### config.mk
export PLATFORM = sky130hd
export DESIGN_NAME = neuron_mac
export DESIGN_NICKNAME = d
export VERILOG_FILES = /design/src/rtl/neuron_mac.sv
export SDC_FILE = /design/constraint.sdc
export NUM_CORES = 1
export LEC_CHECK = 0
export ABC_AREA = 0
export CAP_MARGIN = 40
export CORE_MARGIN = 2
export CORE_UTILIZATION = 40
export CTS_BUF_LIST = sky130_fd_sc_hd__clkbuf_4 sky130_fd_sc_hd__clkbuf_8
export CTS_CLUSTER_DIAMETER = 200
export DETAILED_ROUTE_END_ITERATION = 12
export GPL_TIMING_DRIVEN = 0
export SYNTH_ARGS = -nofsm -noshare
export SYNTH_HDL_FRONTEND = slang
export SYNTH_SLANG_ARGS = --single-unit
### constraint.sdc
create_clock -name clk -period 3.3 [get_ports clk]
set_clock_uncertainty 0.1 [all_clocks]
set_input_delay 0.495 -clock clk [delete_from_list [all_inputs] [get_ports clk]]
set_output_delay 0.495 -clock clk [all_outputs]
set_load 0.05 [all_outputs]
### src/rtl/neuron_mac.sv
// Streaming signed dot-product engine: unsigned activations times signed weights, two-stage pipeline.
// Optional NEURON_MAC_SATURATE_EN clamps the accumulator on overflow instead of wrapping.
module neuron_mac #(
    parameter int unsigned DATA_W    = 10,
    parameter int unsigned WEIGHT_W  = 10,
    parameter int unsigned ACC_W     = 24,
    parameter int unsigned MAX_TERMS = 64,
    localparam int unsigned CNT_W    = $clog2(MAX_TERMS + 1)
) (
    input  logic                    clk,
    input  logic                    rst_n,
    input  logic                    in_valid,
    output logic                    in_ready,
    input  logic [DATA_W-1:0]       in_data,
    input  logic [WEIGHT_W-1:0]     in_weight,
    input  logic                    in_last,
    output logic                    out_valid,
    input  logic                    out_ready,
    output logic signed [ACC_W-1:0] out_sum,
    output logic [CNT_W-1:0]        out_count,
    output logic                    out_ovf
);

    localparam int unsigned PROD_W = DATA_W + WEIGHT_W;
    localparam logic [CNT_W-1:0] CNT_MAX = CNT_W'(MAX_TERMS);
`ifdef NEURON_MAC_SATURATE_EN
    localparam logic signed [ACC_W-1:0] ACC_POS = {1'b0, {(ACC_W-1){1'b1}}};
    localparam logic signed [ACC_W-1:0] ACC_NEG = {1'b1, {(ACC_W-1){1'b0}}};
`endif

    typedef enum logic [1:0] {
        IDLE  = 2'd0,
        ACCUM = 2'd1,
        DRAIN = 2'd2,
        HOLD  = 2'd3
    } state_t;

    state_t                    state;
    logic                      drain_phase;
    logic [CNT_W-1:0]          cnt;
    logic                      cnt_ovf;
    logic                      accept;

    logic signed [PROD_W-1:0]  data_x;
    logic signed [PROD_W-1:0]  weight_x;
    logic signed [PROD_W-1:0]  prod;

    logic                      s1_valid;
    logic                      s1_first;
    logic signed [PROD_W-1:0]  s1_prod;

    logic signed [ACC_W-1:0]   prod_ext;
    logic signed [ACC_W-1:0]   acc;
    logic signed [ACC_W-1:0]   acc_sum;
    logic                      acc_ovf;
    logic                      add_ovf;
`ifdef NEURON_MAC_SATURATE_EN
    logic                      acc_sat;
`endif

    assign accept = in_valid && in_ready;

    // Unsigned x signed product always fits in DATA_W+WEIGHT_W signed bits
    always_comb begin
        data_x   = {{WEIGHT_W{1'b0}}, in_data};
        weight_x = {{DATA_W{in_weight[WEIGHT_W-1]}}, in_weight};
        prod     = data_x * weight_x;
    end

    always_comb begin
        prod_ext = ACC_W'(s1_prod);
        acc_sum  = acc + prod_ext;
        add_ovf  = (acc[ACC_W-1] == prod_ext[ACC_W-1]) && (acc_sum[ACC_W-1] != acc[ACC_W-1]);
    end

    // Control FSM, term counter and registered result
    always_ff @(posedge clk or negedge rst_n) begin
        if (!rst_n) begin
            state       <= IDLE;
            drain_phase <= 1'b0;
            in_ready    <= 1'b0;
            out_valid   <= 1'b0;
            out_sum     <= '0;
            out_count   <= '0;
            out_ovf     <= 1'b0;
            cnt         <= '0;
            cnt_ovf     <= 1'b0;
        end else begin
            case (state)
                IDLE, ACCUM: begin
                    in_ready <= 1'b1;
                    if (accept) begin
                        if (state == IDLE) begin
                            cnt     <= CNT_W'(1);
                            cnt_ovf <= 1'b0;
                        end else if (cnt == CNT_MAX) begin
                            cnt_ovf <= 1'b1;
                        end else begin
                            cnt <= cnt + CNT_W'(1);
                        end
                        if (in_last) begin
                            state       <= DRAIN;
                            in_ready    <= 1'b0;
                            drain_phase <= 1'b0;
                        end else begin
                            state <= ACCUM;
                        end
                    end
                end
                DRAIN: begin
                    // Second drain cycle sees the accumulator with the last product folded in
                    drain_phase <= 1'b1;
                    if (drain_phase) begin
                        state     <= HOLD;
                        out_valid <= 1'b1;
                        out_sum   <= acc;
                        out_count <= cnt;
                        out_ovf   <= acc_ovf || cnt_ovf;
                    end
                end
                HOLD: begin
                    if (out_ready) begin
                        state     <= IDLE;
                        out_valid <= 1'b0;
                        in_ready  <= 1'b1;
                    end
                end
                default: begin
                    state    <= IDLE;
                    in_ready <= 1'b0;
                end
            endcase
        end
    end

    // Stage 1: register the product of the accepted beat
    always_ff @(posedge clk or negedge rst_n) begin
        if (!rst_n) begin
            s1_valid <= 1'b0;
            s1_first <= 1'b0;
            s1_prod  <= '0;
        end else begin
            s1_valid <= accept;
            if (accept) begin
                s1_prod  <= prod;
                s1_first <= (state == IDLE);
            end
        end
    end

    // Stage 2: load on first beat, otherwise accumulate with overflow tracking
    always_ff @(posedge clk or negedge rst_n) begin
        if (!rst_n) begin
            acc     <= '0;
            acc_ovf <= 1'b0;
`ifdef NEURON_MAC_SATURATE_EN
            acc_sat <= 1'b0;
`endif
        end else if (s1_valid) begin
            if (s1_first) begin
                acc     <= prod_ext;
                acc_ovf <= 1'b0;
`ifdef NEURON_MAC_SATURATE_EN
                acc_sat <= 1'b0;
`endif
            end else begin
`ifdef NEURON_MAC_SATURATE_EN
                if (!acc_sat) begin
                    if (add_ovf) begin
                        acc     <= acc[ACC_W-1] ? ACC_NEG : ACC_POS;
                        acc_sat <= 1'b1;
                        acc_ovf <= 1'b1;
                    end else begin
                        acc <= acc_sum;
                    end
                end
`else
                acc <= acc_sum;
                if (add_ovf) begin
                    acc_ovf <= 1'b1;
                end
`endif
            end
        end
    end

endmodule

==> impl_metrics.tcl <==
set metrics [dict create \
    pre_cts_ws_ns -2.44 \
    setup_tns_ns -13.31 \
    reg2reg_setup_slack_ns 0.19 \
    root_buffer "clkbuf_8" \
    hold_path_depth 2 \
    drt_drc_violations_left 0 \
    grt_pass1_vias 6806 \
    worst_setup_path_start_kind "input pin" \
    cts_tree "built" \
    synth_edf_count 0 \
    portBuffers 40 \
    die_x_um 149 \
    total_power_mw 11.2 \
    synth.most_common_cell "inv_1" \
    violations "setup timing" \
    max_slew.worst_pin.slew_ns 0.716 \
    fin_util 0.502 \
    hpwl_um 15900 \
    drt.antenna.violating_nets 0 \
    layout_min_cycle_time_ns 4.56 \
    power_density_nw_per_um2 1070 \
    setup_slack_ns -1.26 \
    syn-mean-instance-area_um2 9.10 \
    final_max_slew_viol_count 0 \
    fp.dieArea_um2 22300 \
    reg2regPathDepth 10 \
    cap_violations 0 \
    diodes 0 \
    initial_utilization 0.405 \
    io_pins 59 \
    crit_chain "clkbuf_16, nand2_4, fa_1, inv_1, fa_1, inv_1, fa_1, inv_1, fa_1, inv_1, fa_1, inv_2, ha_4, nor4_4, a211oi_2, a21oi_2, o21ai_1, a21oi_1, xor2_1, o21ai_1" \
    grt_usage 0.190 \
    synth.area.top_cells "dfrtp_1 27%, fa_1 15%, ha_1 13%" \
    clockBufferDepth 2 \
    fp.coreArea_um2 20900 \
    setup_viol 15 \
    slew_headroom 0.519 \
    drt-initial-drc-count 262 \
    synth_ff_type "dfrtp_1" \
    critPathKind "input pin to register" \
    final_hold_viol_count 0 \
    final_cells 1290 \
    gr-total-overflow 0 \
    clkLatencyLatePin_ns 0.38 \
    final_area_um2 10500 \
    hold_path.class "register to register" \
    drive_above_1_share 0.183 \
    syn-cell-area_um2 8470 \
    firstDrtPassIters 4 \
    hold_ws_ns 0.385 \
    wire_per_inst_um 15.7 \
    cp.required_ns 3.45 \
    vias_per_cell 5.25 \
    critPathSlowestCell "fa_1" \
    synth_commonest_cells "105 x inv_1, 104 x nand2_1, 92 x dfrtp_1" \
    place_area_um2 9750 \
    vdd_drop_max_mv 0.495 \
    critPathMaxStageDelay_ns 0.53 \
    critical_path_arrival_ns 4.71 \
    synth-async-reset-ratio 1.00 \
    syn_to_final_growth_pct 23.9 \
    fmax_mhz 219 \
    synth_top_cell_by_area "dfrtp_1" \
    synth_cell_types 62 \
    placedCellCount 1246 \
    yosysTopAreaCellShare 0.272 \
    synthCells 930 \
    synth_fp_nets 1106 \
    rsz0062_at_grt "yes" \
    synth-seq-cells 92 \
    cp_max_fo 5 \
    cellLeakagePower_nw 4.87 \
    seq_area_frac_synth 0.272 \
    h-tree-depth 3 \
    gp_congestion 0.861 \
    antenna_found_initial 0 \
    die-height_um 149 \
    cts.clk_slew.worst_paths_ns 0.09 \
    numCtsBuffers 9 \
    critPathMostFrequentCell "fa_1" \
    layout.nets 1186 \
    ys_warn_count 0 \
    num_rows 53 \
    num_vias 6773 \
    grt_max_degree 60 \
    min_period_over_period 1.38 \
    status "complete, but fails checks" \
    end_kind "register" \
    grt_pass1_wl_um 33900 \
    drt-total-wl_um 20300 \
    clock-sinks 92 \
]
per-layer routing:
metal | global-route usage | vias to the layer above | wire length [um]
li1 | - | 3281 | -
met1 | 0.249 | 3343 | 9370
met2 | 0.326 | 112 | 9930
met3 | 0.0232 | 37 | 501
met4 | 0.0638 | 0 | 503
met5 | 0 | - | 0
critical path, delay by kind of cell:
family,cells,cell delay [ns]
fa+ha+maj,6,2.66
xor+xnor,1,0.22
compound gates,5,0.60
buf+inv,6,0.37
simple gates,2,0.35
power by group:
part | internal, mW | switching [mW] | total [mW]
clock | 0.379 | 0.430 | 0.809
combinational | 3.71 | 4.62 | 8.33
sequential | 1.65 | 0.451 | 2.10
total | 5.74 | 5.50 | 11.2
placed cells by master, fill, tap and decap left out, types with 12 or more instances in the layout:
cell type and count:
ha_4 19, buf_4 24, fa_1 62, nand2_1 95, o21ai_1 19, a21o_1 14
a21oi_1 50, o21ai_0 35, nand3_1 14, nor2_1 49, xnor2_1 12, and2_1 40
xor2_1 18, inv_1 94, clkbuf_8 14, clkbuf_1 18, ha_1 68, dfrtp_1 92
clkdlybuf4s50_1 38, mux2_2 27
sequential cells by signal, summed over array words and instances (netlist names), 2 cells and up:
signal	flops
out_sum	24
out_count	7
cnt	7
s1_prod	20
state	2
acc	24
worst paths after layout:
| path | startpoint | end |
|---|---|---|
| max in group asynchronous | rst_n | out_sum[10]$_DFFE_PN0P_ |
| min | out_count[1]$_DFFE_PN0P_ | out_count[1]$_DFFE_PN0P_ |
| min reg2reg | out_count[1]$_DFFE_PN0P_ | out_count[1]$_DFFE_PN0P_ |
| max | in_data[7] | s1_prod[17]$_DFFE_PN0P_ |
| max reg2reg | s1_prod[0]$_DFFE_PN0P_ | acc[18]$_DFFE_PN0P_ |
| min in group asynchronous | rst_n | out_sum[16]$_DFFE_PN0P_ |
final cells by class:
class                   instances  area (um2)
multi-input cells             687        6090
plain buffers                  44         442
clock buffers                  10         138
fillers                      1956       10400
flip-flops and latches         92        2300
repair buffers                 69         693
inverters                     107         404
clock inverters                 6        70.1
well taps                     275         344
cell families (layout without fill, tap and decap cells):
group | count (synthesis) | after routing | share of synthesized area
AND/OR/NAND/NOR | 274 | 274 | 0.155
AO/OA/AOI/OAI | 193 | 193 | 0.143
adder cells (fa/ha/maj) | 151 | 151 | 0.280
buffers and inverters | 151 | 236 | 0.0692
flip-flops | 92 | 92 | 0.272
multiplexers | 35 | 35 | 0.0455
XOR/XNOR | 34 | 34 | 0.0352
what timing repair did:
action	CTS	global route
setup endpoints to repair	15	15
gates cloned	0	0
endpoints found under the hold margin	33	0
hold buffers	1	0
setup buffers	14	13
gates resized for setup	47	34
pin swaps	27	24
(Power assumes the default switching activity.)
